**src/rtl/uart_rx_fifo.sv**
```systemverilog
// UART receiver with majority-voted sampling, per-frame error tags, break
// detection and a show-ahead receive FIFO, all in the single clk domain.
module uart_rx_fifo #(
    parameter int unsigned CLK_CYCLES_PER_BIT = 219,
    parameter int unsigned DATA_BITS          = 8,
    parameter int unsigned PARITY_MODE        = 0,
    parameter int unsigned STOP_BITS          = 1,
    parameter int unsigned SYNC_STAGES        = 3,
    parameter int unsigned FIFO_DEPTH         = 16
) (
    input  logic                          clk,
    input  logic                          resetn,
    input  logic                          rx_data,
    input  logic                          rd_en,
    output logic                          rd_valid,
    output logic [DATA_BITS-1:0]          rd_data,
    output logic                          rd_perr,
    output logic                          rd_ferr,
    output logic [$clog2(FIFO_DEPTH):0]   fifo_level,
    output logic                          break_det,
    output logic                          overrun,
    input  logic                          err_clr
);

    localparam int unsigned CW = $clog2(CLK_CYCLES_PER_BIT);
    localparam int unsigned M  = (CLK_CYCLES_PER_BIT - 1) / 2;
    localparam int unsigned PW = $clog2(FIFO_DEPTH);
    localparam int unsigned EW = DATA_BITS + 2;

    typedef enum logic [2:0] {
        StIdle,
        StStart,
        StData,
        StParity,
        StStop,
        StBreakWait
    } state_e;

    // ------------------------------------------------------------------
    // Input synchroniser
    // ------------------------------------------------------------------
    logic [SYNC_STAGES-1:0] sync_q;
    logic                   rxs;

    // Shift the asynchronous line through the flop chain; idles high.
    always_ff @(posedge clk) begin
        if (!resetn) begin
            sync_q <= '1;
        end else begin
            sync_q <= {sync_q[SYNC_STAGES-2:0], rx_data};
        end
    end

    assign rxs = sync_q[SYNC_STAGES-1];

    // ------------------------------------------------------------------
    // Receive FSM
    // ------------------------------------------------------------------
    state_e               state_q, state_d;
    logic [CW-1:0]        cnt_q, cnt_d;
    logic [3:0]           bit_q, bit_d;
    logic                 s0_q, s0_d, s1_q, s1_d;
    logic [DATA_BITS-1:0] shreg_q, shreg_d;
    logic                 par_q, par_d;
    logic                 perr_q, perr_d;
    logic                 ferr_q, ferr_d;
    logic                 break_q;

    logic                 at_lo, at_mid, at_hi, at_end;
    logic                 maj, ferr_fin;
    logic                 push_req, brk_pulse;
    logic [EW-1:0]        push_word;

    assign at_lo  = (cnt_q == CW'(M - 1));
    assign at_mid = (cnt_q == CW'(M));
    assign at_hi  = (cnt_q == CW'(M + 1));
    assign at_end = (cnt_q == CW'(CLK_CYCLES_PER_BIT - 1));

    // Third vote is the live line at cnt = M+1, so the bit decision lands there.
    assign maj      = (s0_q & s1_q) | (s0_q & rxs) | (s1_q & rxs);
    assign ferr_fin = ferr_q | ~maj;
    assign push_word = {perr_q, ferr_fin, shreg_q};

    // FSM and datapath registers.
    always_ff @(posedge clk) begin
        if (!resetn) begin
            state_q <= StIdle;
            cnt_q   <= '0;
            bit_q   <= '0;
            s0_q    <= 1'b1;
            s1_q    <= 1'b1;
            shreg_q <= '0;
            par_q   <= 1'b0;
            perr_q  <= 1'b0;
            ferr_q  <= 1'b0;
            break_q <= 1'b0;
        end else begin
            state_q <= state_d;
            cnt_q   <= cnt_d;
            bit_q   <= bit_d;
            s0_q    <= s0_d;
            s1_q    <= s1_d;
            shreg_q <= shreg_d;
            par_q   <= par_d;
            perr_q  <= perr_d;
            ferr_q  <= ferr_d;
            break_q <= brk_pulse;
        end
    end

    // Next-state, bit sampling and frame completion decode.
    always_comb begin
        state_d   = state_q;
        cnt_d     = (at_end) ? '0 : cnt_q + CW'(1);
        bit_d     = bit_q;
        s0_d      = (at_lo) ? rxs : s0_q;
        s1_d      = (at_mid) ? rxs : s1_q;
        shreg_d   = shreg_q;
        par_d     = par_q;
        perr_d    = perr_q;
        ferr_d    = ferr_q;
        push_req  = 1'b0;
        brk_pulse = 1'b0;

        unique case (state_q)
            StIdle: begin
                cnt_d  = '0;
                bit_d  = '0;
                par_d  = 1'b0;
                perr_d = 1'b0;
                ferr_d = 1'b0;
                if (!rxs) begin
                    state_d = StStart;
                end
            end

            StStart: begin
                if (at_hi && maj) begin
                    state_d = StIdle;
                    cnt_d   = '0;
                end else if (at_end) begin
                    state_d = StData;
                end
            end

            StData: begin
                if (at_hi) begin
                    shreg_d = {maj, shreg_q[DATA_BITS-1:1]};
                end
                if (at_end) begin
                    if (bit_q == 4'(DATA_BITS - 1)) begin
                        bit_d   = '0;
                        state_d = (PARITY_MODE != 0) ? StParity : StStop;
                    end else begin
                        bit_d = bit_q + 4'd1;
                    end
                end
            end

            StParity: begin
                if (at_hi) begin
                    par_d  = maj;
                    perr_d = ((maj ^ (^shreg_q)) != (PARITY_MODE == 1));
                end
                if (at_end) begin
                    bit_d   = '0;
                    state_d = StStop;
                end
            end

            StStop: begin
                if (at_hi) begin
                    ferr_d = ferr_fin;
                end
                // Final stop bit completes at mid-bit so a following start edge is not missed.
                if (at_hi && (bit_q == 4'(STOP_BITS - 1))) begin
                    cnt_d = '0;
                    if ((shreg_q == '0) && !par_q && ferr_fin) begin
                        brk_pulse = 1'b1;
                        state_d   = StBreakWait;
                    end else begin
                        push_req = 1'b1;
                        state_d  = StIdle;
                    end
                end else if (at_end) begin
                    bit_d = bit_q + 4'd1;
                end
            end

            StBreakWait: begin
                cnt_d = '0;
                if (rxs) begin
                    state_d = StIdle;
                end
            end

            default: begin
                state_d = StIdle;
                cnt_d   = '0;
            end
        endcase
    end

    assign break_det = break_q;

    // ------------------------------------------------------------------
    // Show-ahead receive FIFO
    // ------------------------------------------------------------------
    logic [EW-1:0] mem [FIFO_DEPTH];
    logic [PW-1:0] wr_ptr_q, rd_ptr_q;
    logic [PW:0]   level_q, level_d;
    logic          overrun_q, overrun_d;
    logic          full, pop, push;

    assign rd_valid = (level_q != '0);
    assign full     = (level_q == (PW + 1)'(FIFO_DEPTH));
    assign pop      = rd_en & rd_valid;
    // A pop in the same cycle frees the slot the incoming frame needs.
    assign push     = push_req & (~full | pop);

    // Level and sticky overrun next state; a new overrun beats err_clr.
    always_comb begin
        level_d = level_q;
        if (push && !pop) begin
            level_d = level_q + (PW + 1)'(1);
        end else if (pop && !push) begin
            level_d = level_q - (PW + 1)'(1);
        end
        overrun_d = overrun_q;
        if (push_req && full && !pop) begin
            overrun_d = 1'b1;
        end else if (err_clr) begin
            overrun_d = 1'b0;
        end
    end

    // Pointer, level and overrun registers.
    always_ff @(posedge clk) begin
        if (!resetn) begin
            wr_ptr_q  <= '0;
            rd_ptr_q  <= '0;
            level_q   <= '0;
            overrun_q <= 1'b0;
        end else begin
            if (push) begin
                wr_ptr_q <= wr_ptr_q + PW'(1);
            end
            if (pop) begin
                rd_ptr_q <= rd_ptr_q + PW'(1);
            end
            level_q   <= level_d;
            overrun_q <= overrun_d;
        end
    end

    // Entry storage; contents are only observed while the entry is valid.
    always_ff @(posedge clk) begin
        if (push) begin
            mem[wr_ptr_q] <= push_word;
        end
    end

    assign {rd_perr, rd_ferr, rd_data} = mem[rd_ptr_q];
    assign fifo_level = level_q;
    assign overrun    = overrun_q;

endmodule

```
**config.mk**
```make
export PLATFORM = sky130hd
export DESIGN_NAME = uart_rx_fifo
export DESIGN_NICKNAME = d
export VERILOG_FILES = /design/src/rtl/uart_rx_fifo.sv
export SDC_FILE = /design/constraint.sdc
export NUM_CORES = 1
export LEC_CHECK = 0
export ABC_CLOCK_PERIOD_IN_PS = 3200
export CAP_MARGIN = 10
export CORE_MARGIN = 4
export CORE_UTILIZATION = 51
export CTS_CLUSTER_SIZE = 14
export DETAILED_ROUTE_END_ITERATION = 10
export PLACE_DENSITY = 0.79
export SLEW_MARGIN = 20
export SYNTH_ARGS = -nofsm -noshare
export SYNTH_HDL_FRONTEND = slang
export SYNTH_SLANG_ARGS = --single-unit
```
**constraint.sdc**
```tcl
create_clock -name clk -period 3.2 [get_ports clk]
set_clock_uncertainty 0.15 [all_clocks]
set_input_delay 0.32 -clock clk [delete_from_list [all_inputs] [get_ports clk]]
set_output_delay 0.32 -clock clk [all_outputs]
set_load 0.01 [all_outputs]
```
== Word-level counts from Yosys, hierarchy flattened ==
Memories as Yosys holds them, arrays and structs flattened. A register that Yosys moved wholly into a read port is not among the register bits.
Index checks and enable logic that the tools add are counted.
Word-level totals
  register bits after elaboration: 46
  bits in writable memories: 160
  input bits: 5
  output and inout port bits: 18
  word-level logic and storage cells: 122
  memories: 1
Memories
  mem: words 16, width 10, rd ports 1, clocked after Yosys merged registers in 1, write ports 1, RTL line 209  | logic [EW-1:0] mem [FIFO_DEPTH];
Cells by class
  add/sub/neg operators: 6
  eq/ne operators: 22
  mux-type cells: 38
  bitwise logic cells: 12
  reductions and logical operators: 28
Operators with widths (count)
  2-to-1 mux 4 bit: 7
  2-to-1 mux 3 bit: 9
  == test 8 x 7 -> 1 bit, second input constant: 3
  2-to-1 mux 8 bit: 3
  one-hot mux 8 bit (3 select lines): 1
  inequality test 2 bit, second input constant: 10
  one-hot mux 3 bit (6 select lines): 1
  one-hot mux 4 bit (4 select lines): 1
  adder 4 x 1 -> 4 bit, second input constant: 3
  2-to-1 mux 1 bit: 11
  2-to-1 mux 5 bit: 2
  adder 8 x 1 -> 8 bit, second input constant: 1
  == test 8 bit, second input constant: 1
  logical AND 1 bit: 8
  logical NOT 8 bit: 1
  nonzero test 2 bit: 4
  XOR reduction 8 bit: 1
  AND reduction 7 bit: 1
  == test 3 x 2 -> 1 bit, second input constant: 2
  == test 3 bit, second input constant: 2
  one-hot mux 1 bit (2 select lines): 3
  AND reduction 2 bit: 3
  adder 5 x 1 -> 5 bit, second input constant: 1
  AND 1 bit: 5
  other kinds (16): 22

== Longest topological paths before layout ==
  word-level depth: 14
  mapped depth: 12
  mapped depth without buffers: 12

== Least setup slack after synthesis ==
No wires, ideal clock.
  kind: reg2reg
  start: register level_q[0], in the netlist fifo_level[0]
  end: register level_q[4], in the netlist fifo_level[4]
  library setup time: 72 ps
  data arrival time: 2696 ps
  required time: 2978 ps
  slack: 283 ps
  stages on the path, launching flop included: 10
  path buffers: 0
  period minus slack after synthesis: 2917 ps
  cells stage by stage: dfxtp_1 > or4_4 > o21ai_1 > ha_1 > inv_1 > fa_1 > a21o_1 > a21oi_1 > mux2i_1 > mux2i_1
Between the ends
  word-level cells in the longest chain between the ends: 7
  elaborated cells between the ends (all ways): 15
  those cells by class: add/sub (2); eq/ne (1); mux (2); bitwise (4); reduce/logical (6)
RTL lines
  start: declaration: RTL line 211  | logic [PW:0] level_q, level_d;
  start signal: assignment: RTL line 251  | level_q <= level_d;
  nonzero test 5 bit or == test 5 bit (tied branches): RTL line 215, 216
  AND 1 bit or NOT 1 bit (tied branches): RTL line 217, 219
  OR 1 bit: RTL line 219  | assign push = push_req & (~full | pop);
  AND 1 bit: RTL line 219
  logical NOT 1 bit: RTL line 226  | end else if (pop && !push) begin
  logical AND 1 bit: RTL line 226
  nonzero test 2 bit (no line)
Parallel ways exist; a longest one is shown, timed or not. The select of a mux whose other input is x is not followed.
A chain may end at the register's enable or synchronous reset.

==> metrics.cfg <==
[worst_setup_path]
r2r_slack_ns=0.25
cp-start-kind=register
path_class=reg -> out
cp_data_arrival_time_ns=2.59
setup.worst_path.end_class=output pin
critPathMaxFanout=10
required_ns=2.73

[global_route]
grt_first_pass_wirelength_um=30600
grt_use_total=0.202
grt_remaining_overflow=0
antenna_found_initial=0
grt_max_degree=41
grt_pass1_vias=5203

[cts]
insertion_delay_ns=0.49
cts_sinks=210
cts_hold_buf=0
cts_tree=yes
root_buffer=clkbuf_16
clkTransAtPathRegs_ns=0.06
clock_path_buffers=3
h-tree-depth=1
cts_buffers=21

[layout]
fillCellCount=1199
syn2layout_area_growth_pct=15.4
drive_gt1_frac=0.213
diodes=0
register_area_um2=5810
multi_input_area_um2=2820
final_nets=625

[yosys]
yosysSeqAreaShare=0.659
synth_fp_nets=567
synth_edf_count=160
synthFlopType=edfxtp_1
avgSynthCellArea_um2=16.3
synth-seq-cells=210
yosysWarnings=0
postSynthCellCount=542
synth_area_um2=8810
ys_async_sr_fraction=0
synth.distinct_cells=59

[routing]
drc=0
drtIter0Drc=383
avgViaCountPerCell=5.99
wl_um=19200
antenna_left=0
vias=5004
dr.pass1.iters=5
wl_per_cell_um=23.0

[sta]
hold_ws_ns=0.236
fin_setup_tns_ns=0
fin_crit_sh=0.955
slew_headroom=0.479
slew_violations=0
finalHoldViolations=0
rsz0062_at_grt=no
worst_slew_pin_slew_ns=0.776
fmax_mhz=327
setup_viol=0
fin_crit_ns=3.06

[floorplanning]
die_area_um2=19400
design.core.area_um2=16800
chipHeight_um=139
start_util=0.526
die_w_um=139
ioPinCount=23
std_cell_rows=47

[job]
maxCapViolCount=0

[placement]
io_buffers=22
place_congestion=0.911
dpl.hpwl_um=11500

[power_and_ir_drop]
p_per_area_nw_per_um2=625
vdd_drop_max_mv=0.443
leakage_nw=3.39

[worst_hold_path]
hp-class=in -> reg

[run_status]
status=completed

## through the flow
stage	instance area (um2)	setup slack, ns	instances	utilization	power, W
final	10200	0.144	835	0.607	0.00636
after global routing	10200	0.0116	835	0.607	0.00663
after CTS	10200	0.133	834	0.606	0.00640
after detailed placement	9480	0.246	793	0.566	0.00412
after global placement	9480	0.348	793	0.566	0.00408
after floorplan	8810	0.283	542	-	0.00377
## final timing paths
kind                 start            end  cells past startpoint
max               register     rd_data[3]                      4
min                rx_data      sync_q[0]                      2
max reg2reg  fifo_level[0]  fifo_level[4]                     10
min reg2reg      sync_q[1]      sync_q[2]                      1
## power by group
group          total, W  internal (W)  leakage (nW)  switching, W
logic           0.00116      0.000661          1.16      0.000499
registers       0.00301       0.00294          1.93     0.0000701
clock network   0.00219       0.00122         0.298      0.000973
## cells by family (layout without fill, tap and decap cells)
group | after synthesis | in the layout | synth area share
flip-flops | 210 | 210 | 0.659
multiplexers | 68 | 68 | 0.148
AND/OR/NAND/NOR | 140 | 140 | 0.0927
AO/OA/AOI/OAI | 43 | 43 | 0.0332
XOR/XNOR | 15 | 15 | 0.0149
buffers and inverters | 45 | 118 | 0.0217
adder cells (fa/ha/maj) | 21 | 21 | 0.0305
## registers in the layout, summed over array words and instances, names as in the netlist, named ones only
| signal | count |
|---|---|
| s0_q | 1 |
| mem | 160 |
| s1_q | 1 |
| shreg_q | 8 |
| overrun | 1 |
| ferr_q | 1 |
| sync_q | 3 |
| perr_q | 1 |
| par_q | 1 |
| break_det | 1 |
| state_q | 3 |
| wr_ptr_q | 4 |
| rd_ptr_q | 4 |
| bit_q | 4 |
| cnt_q | 8 |
| fifo_level | 5 |
## final cells by class
type	count	share of cell area
flip-flops and latches	210	0.571
multi-input cells	287	0.277
repair buffers	61	0.0585
clock buffers	28	0.0542
well taps	220	0.0271
inverters	19	0.00701
clock inverters	10	0.00517
## metal layers
metal  global-route usage  up-vias  wire length [um]
li1                     -     2244                 -
met1                0.272     2561              7910
met5                    0        -                 0
met3               0.0305       23               995
met2                0.353      176              9980
met4               0.0386        0               273
## layout by cell type (no fill, tap or decap), types with 3 or more instances in the layout
cell | netlist | final
xnor2_1 | 8 | 8
nand2_1 | 15 | 15
buf_4 | 1 | 34
o211ai_1 | 3 | 3
mux4_2 | 50 | 50
inv_1 | 18 | 18
nand4_1 | 9 | 9
dfxtp_1 | 50 | 49
ha_1 | 19 | 19
nand2b_1 | 12 | 12
nor2_1 | 38 | 38
edfxtp_1 | 160 | 160
a21o_1 | 4 | 4
xor2_1 | 7 | 7
o21ai_0 | 3 | 3
nand4_2 | 5 | 5
mux2i_1 | 18 | 18
clkbuf_1 | 12 | 7
o31ai_1 | 5 | 5
or3_1 | 3 | 3
clkbuf_16 | 0 | 21
nor3b_1 | 3 | 3
a21oi_1 | 12 | 12
clkdlybuf4s50_1 | 0 | 12
clkinv_2 | 0 | 4
clkinv_1 | 1 | 5
dlygate4sd2_1 | 0 | 10
nor3_1 | 18 | 18
nand3_1 | 13 | 13
## synthesized netlist by cell type (2+ instances only)
library cell | instances | share of area
a211oi_1 | 2 | 0.0017
nor3b_1 | 3 | 0.0026
o41ai_1 | 2 | 0.0020
xor2_1 | 7 | 0.0070
o211ai_1 | 3 | 0.0026
or2_2 | 2 | 0.0014
o21bai_1 | 2 | 0.0017
buf_1 | 3 | 0.0013
o21ai_0 | 3 | 0.0017
or3_1 | 3 | 0.0021
o21a_1 | 2 | 0.0017
mux2i_1 | 18 | 0.020
edfxtp_1 | 160 | 0.55
xnor2_1 | 8 | 0.0080
dfxtp_1 | 50 | 0.11
nand2b_1 | 12 | 0.0085
nand2_1 | 15 | 0.0064
clkbuf_1 | 12 | 0.0051
nor4_1 | 2 | 0.0014
and2_1 | 2 | 0.0014
or3b_1 | 2 | 0.0020
nand3_1 | 13 | 0.0074
nor2_1 | 38 | 0.016
o31ai_1 | 5 | 0.0043
nor3_1 | 18 | 0.010
ha_1 | 19 | 0.027
inv_1 | 18 | 0.0077
nand4_2 | 5 | 0.0071
mux4_2 | 50 | 0.13
buf_2 | 9 | 0.0051
nand4_1 | 9 | 0.0064
a21oi_1 | 12 | 0.0068
nand4b_1 | 2 | 0.0020
and3_1 | 3 | 0.0021
a21o_1 | 4 | 0.0034
## critical path: stages (launching register included)
cell,delay [ns]
dfxtp_4,0.42
bufbuf_16,0.32
mux4_2,0.54
mux4_2,0.50
dlygate4sd2_1,0.31
## repair_timing
item	CTS	global route
resized for setup	12	1
endpoints found under the setup margin	10	1
pin swaps	0	1
buffers inserted	0	1
cloned	3	0
Note: power is estimated with default switching activity, not from simulation.
==> RTL change 1 (config.mk and constraints unchanged) <==
`PARITY_MODE`: 0 -> 1.
--- a/src/rtl/uart_rx_fifo.sv
+++ b/src/rtl/uart_rx_fifo.sv
@@ -5,3 +5,3 @@
     parameter int unsigned DATA_BITS          = 8,
-    parameter int unsigned PARITY_MODE        = 0,
+    parameter int unsigned PARITY_MODE        = 1,
     parameter int unsigned STOP_BITS          = 1,
Check against the original RTL: same outputs for any inputs over 10 cycles, from zero or initial values and one cycle with resetn low; that may be too few to reach the edited logic, so the function may still have changed.
==> RTL change 1 against the unedited design <==
Sequential cell count did not move. Via count fell by 2.9%. Worst setup slack got worse by 120 ps. Core utilization rose by 0.21 points. Routed wire length fell by 1.1%. Global-route usage fell by 0.63 points. Design area fell by 0.71%. Synthesized area fell by 2.0%. Critical path type unchanged. Critical endpoint unchanged.
Power is not compared: it rests on default switching activity, and its combinational part moved more than twofold at a synthesized area within 25%.
==> RTL change 1: results (changes against the unedited design) <==
final_nets: 610  # -2.4%
fillers: 1187  # -1.0%
grt_pass1_vias: 5120  # -1.6%
grt_pass1_wl_microns: 29200  # -4.6%
seq_area_frac_synth_pct: 67.2  # +1.3 points
outcome: "complete, no violations"
relSlewSlack_pct: 49.6  # +1.7 points
rrSetupSlack_ps: 130  # -120 ps
drtIter0Drc: 483  # +26%
antenna_found_initial: 0  # unchanged
arrival_ps: 2710  # +120 ps
slowest_delay_ps: 570  # +30 ps
drive_above_1_share_pct: 22.3  # +1.0 points
synth_common_cells: "160 x edfxtp_1, 50 x dfxtp_1, 50 x mux4_2, 31 x nor2_1, 23 x inv_1"
track_usage_pct: 19.5  # -0.63 points
setup_ws_ps: 22.7  # -122 ps
vdd_drop_max_uv: 400
synthTopCellsByArea: "edfxtp_1 56%, mux4_2 13%, dfxtp_1 12%"
r2r.worst_path.cells: 11  # +1
dp_slack_ps: 2.43  # -244 ps
vias_per_cell: 5.92  # -1.1%
gp_congestion: 0.881  # -3.3%
dp_cells: 777  # -2.0%
place_hpwl_microns: 11200  # -3.1%
synthDistinctLibCells: 52  # -12%
syn-num-nets: 551  # -2.8%
wirelength_microns: 18900  # -1.1%
-- RTL change 1: cell types whose count changed in the layout (fill, tap and decap cells not counted), moves of 6 or more --
cell,change
nand2_1,+7
clkdlybuf4s50_1,+9
mux2i_1,-6
nor3_1,-11
dlygate4sd2_1,-10
and3_1,+14
clkbuf_8,+6
nor2_1,-7
-- RTL change 1: area by class of cell --
class                   count  area, sq um  share of cell area, %
well taps                 220          275                   2.73
clock inverters             9         46.3                  0.458
repair buffers             59          581                   5.75
flip-flops and latches    210         5810                   57.5
multi-input cells         270         2690                   26.6
inverters                  23         86.3                  0.855
clock buffers              29          616                   6.09
-- RTL change 1: worst min-delay path by stage --
stage	slack, ps	endpoint	from
3_3_place_gp	240	sync_q[1]	sync_q[0]
5_1_grt	270	sync_q[0]	rx_data
2_1_floorplan	240	sync_q[1]	sync_q[0]
4_1_cts	260	sync_q[0]	rx_data
3_5_place_dp	260	sync_q[1]	sync_q[0]
6_report	260	sync_q[0]	rx_data
-- RTL change 1: what timing repair did --
item	in CTS	in global routing
buffers inserted	1	1
hold endpoints to repair	0	0
gates cloned	1	2
gates resized for setup	2	9
endpoints found under the setup margin	10	5
pin swaps	1	1
-- RTL change 1: layer usage --
layer	GRT usage, %	part of all wire [%]
met3	3.21	6.3
met2	34.0	51
met5	0	0
met1	25.6	39
met4	5.51	3.9
-- RTL change 1: report_power, final --
group	switching, mW	internal [mW]	total, mW
clock	0.978	1.34	2.32
combinational	0.0605	0.0350	0.0955
sequential	0.00323	2.90	2.90
total	1.04	4.28	5.32
-- RTL change 1: cells by family after synthesis --
kind of cell,after synthesis,share of synthesized area [%]
xor gates and xnor gates,19,1.93
adders and majority gates,21,3.11
and+or+nand+nor,126,7.74
AOI/OAI and AO/OA,42,3.32
buffers and inverters,46,2.26
DFF,210,67.2
muxes,62,14.4
-- RTL change 1: through the flow --
stage          setup TNS [ps]  util (%)  hold slack, ps
2_1_floorplan               0         -             236
3_3_place_gp                0      56.1             244
3_5_place_dp                0      56.1             256
4_1_cts                     0      60.3             263
5_1_grt                 -60.2      60.9             272
6_report                    0      60.9             258
-- RTL change 1: worst reg2reg max path: cells and delay by family, from the launching register on --
kind	cells	cell delay [ps]
AO/OA/AOI/OAI	4	760
XOR/XNOR	1	110
adder cells (fa/ha/maj)	2	560
buffers and inverters	2	200
flip-flops	1	380
AND/OR/NAND/NOR	2	850
==> RTL change 2 (same flow settings) <==
Made on the original files. The output `break_det` loses its register stage (`break_q` becomes a continuous assignment).
--- a/src/rtl/uart_rx_fifo.sv
+++ b/src/rtl/uart_rx_fifo.sv
@@ -95,3 +95,2 @@
             ferr_q  <= 1'b0;
-            break_q <= 1'b0;
         end else begin
@@ -106,5 +105,6 @@
             ferr_q  <= ferr_d;
-            break_q <= brk_pulse;
-        end
-    end
+        end
+    end
+
+    assign break_q = brk_pulse;
 
Check against the original RTL: no difference found for any inputs over 10 cycles, from zero or initial values and one cycle with resetn low; that may be too few to reach the edited logic, so the function may still have changed.
==> RTL change 2 against the unedited design <==
Synthesized cell count decreased by 1.7%. Worst setup slack lost 72 ps. Design area fell by 0.48%. Routed wire length shrank 3.3%. Die area down 1.8%. Highest routed layer unchanged. Largest cell class unchanged. Count of clock-buffer cells in the layout fell by 1. Critical endpoint is now rd_data[6]. Sequential cell count fell by 1. Final cell count unchanged. Synthesized area is 2.0% lower.
Power is not compared: it rests on default switching activity, and its combinational part moved more than twofold at a synthesized area within 25%.
==> RTL change 2: results (changes against the unedited design) <==
routedWlPerCell_microns: 22.2  # -3.3%
yosys_warnings: 0  # unchanged
clockBufferDepth: 3  # unchanged
dp_slack_ps: -22.5  # -269 ps
final_nets: 626  # +0.16%
p_leak_nw: 3.37
dr_total_vias: 4948  # -1.1%
outcome: "complete, no violations"
synth-xor-area-share_pct: 1.62  # +0.13 points
clk_pin_slew_worst_paths_ps: 60  # about the same
seq_area_frac_synth_pct: 67.0  # +1.1 points
synth-compound-area-share_pct: 3.88  # +0.56 points
place_hpwl_microns: 11800  # +2.1%
dp_cells: 794  # +0.13%
synthTopCellsByArea: "edfxtp_1 56%, mux4_2 13%, dfxtp_1 11%"
synth-adder-area-share_pct: 3.10  # +0.047 points
arrival_ps: 2660  # +70 ps
ys_async_sr_fraction_pct: 0  # unchanged
reg.largest.list: "mem x160, cnt_q x8, shreg_q x8"
grt_pass1_wl_microns: 29200  # -4.4%
drtIter0Drc: 454  # +19%
drive_above_1_share_pct: 24.2  # +2.9 points
synthDistinctLibCells: 52  # -12%
yosys-mux-area-fraction_pct: 14.0  # -0.85 points
first_pass_iters: 5  # unchanged
synth_common_cells: "160 x edfxtp_1, 50 x mux4_2, 49 x dfxtp_1, 41 x nand2_1, 34 x nor2_1"
slowest_delay_ps: 550
synth_edf_count: 160  # unchanged
relSlewSlack_pct: 31.3  # -17 points
gp_congestion: 0.854  # -6.3%
syn-num-nets: 558  # -1.6%
crit_slowest_cell: "mux4_2"
fillers: 1168  # -2.6%
critPathMaxFanout: 6  # -4
antenna_found_initial: 0  # unchanged
grt_pass1_vias: 5073  # -2.5%
htreeDepth: 1  # unchanged
p_int_mw: 4.33
track_usage_pct: 19.5  # -0.68 points
cp_top_family: "multiplexers"
synth_cells: 533  # -1.7%
RTL change 2: logic make-up after synthesis:
logic type / Yosys count
adder cells (fa/ha/maj): 21
AO/OA/AOI/OAI: 48
multiplexers: 58
XOR/XNOR: 16
AND/OR/NAND/NOR: 137
buffers and inverters: 44
flip-flops: 209
RTL change 2: worst register-to-register path, delay by kind of cell (launching register included):
kind            cells  cell delay, ps
flops               1             340
xor+xnor            1              80
buf+inv             2             120
fa+ha+maj           3             780
simple gates        4            1110
compound gates      3             440
RTL change 2: cell type report:
cell class              count  share of cell area (%)
repair buffers             67                    6.02
clock inverters            10                   0.568
multi-input cells         280                    26.8
inverters                  22                   0.840
flip-flops and latches    209                    57.2
well taps                 220                    2.72
clock buffers              27                    5.83
RTL change 2: power by group through the flow:
stage	Combinational (mW)	Clock [mW]	Sequential, mW
3_3_place_gp	0.250	0	2.98
3_5_place_dp	0.263	0	2.98
4_1_cts	0.268	2.33	2.92
5_1_grt	0.300	2.48	2.93
6_report	0.277	2.31	2.92
2_1_floorplan	0.209	0	2.97
RTL change 2: repair_timing:
action,4_1_cts,5_1_grt
gates cloned,1,0
setup buffers,2,1
setup endpoints to repair,11,4
pin swaps,2,4
resized for setup,7,10
RTL change 2: layer usage:
| metal | vias up | global-route usage [%] | share of wire (%) |
|---|---|---|---|
| met5 | - | 0 | 0 |
| met4 | 0 | 3.64 | 1.4 |
| met3 | 28 | 3.31 | 7.2 |
| met2 | 213 | 33.6 | 51 |
| met1 | 2523 | 26.6 | 40 |
| li1 | 2184 | - | - |
RTL change 2: path summary, 6_finish.rpt:
path | start | endpoint | slack [ps] | cells after the start
min reg2reg | sync_q[1] | sync_q[2] | 260 | 1
max reg2reg | bit_q[0] | fifo_level[4] | 110 | 13
max | flop | rd_data[6] | 70 | 4
min | rx_data | sync_q[0] | 250 | 2
RTL change 2: per-stage QoR:
stage | TNS (ps) | cell area [sq um] | total power, mW
2_1_floorplan | 0 | 8650 | 3.18
3_3_place_gp | 0 | 9380 | 3.23
3_5_place_dp | -22.5 | 9380 | 3.24
4_1_cts | 0 | 10100 | 5.53
5_1_grt | -105 | 10100 | 5.71
6_report | 0 | 10100 | 5.51
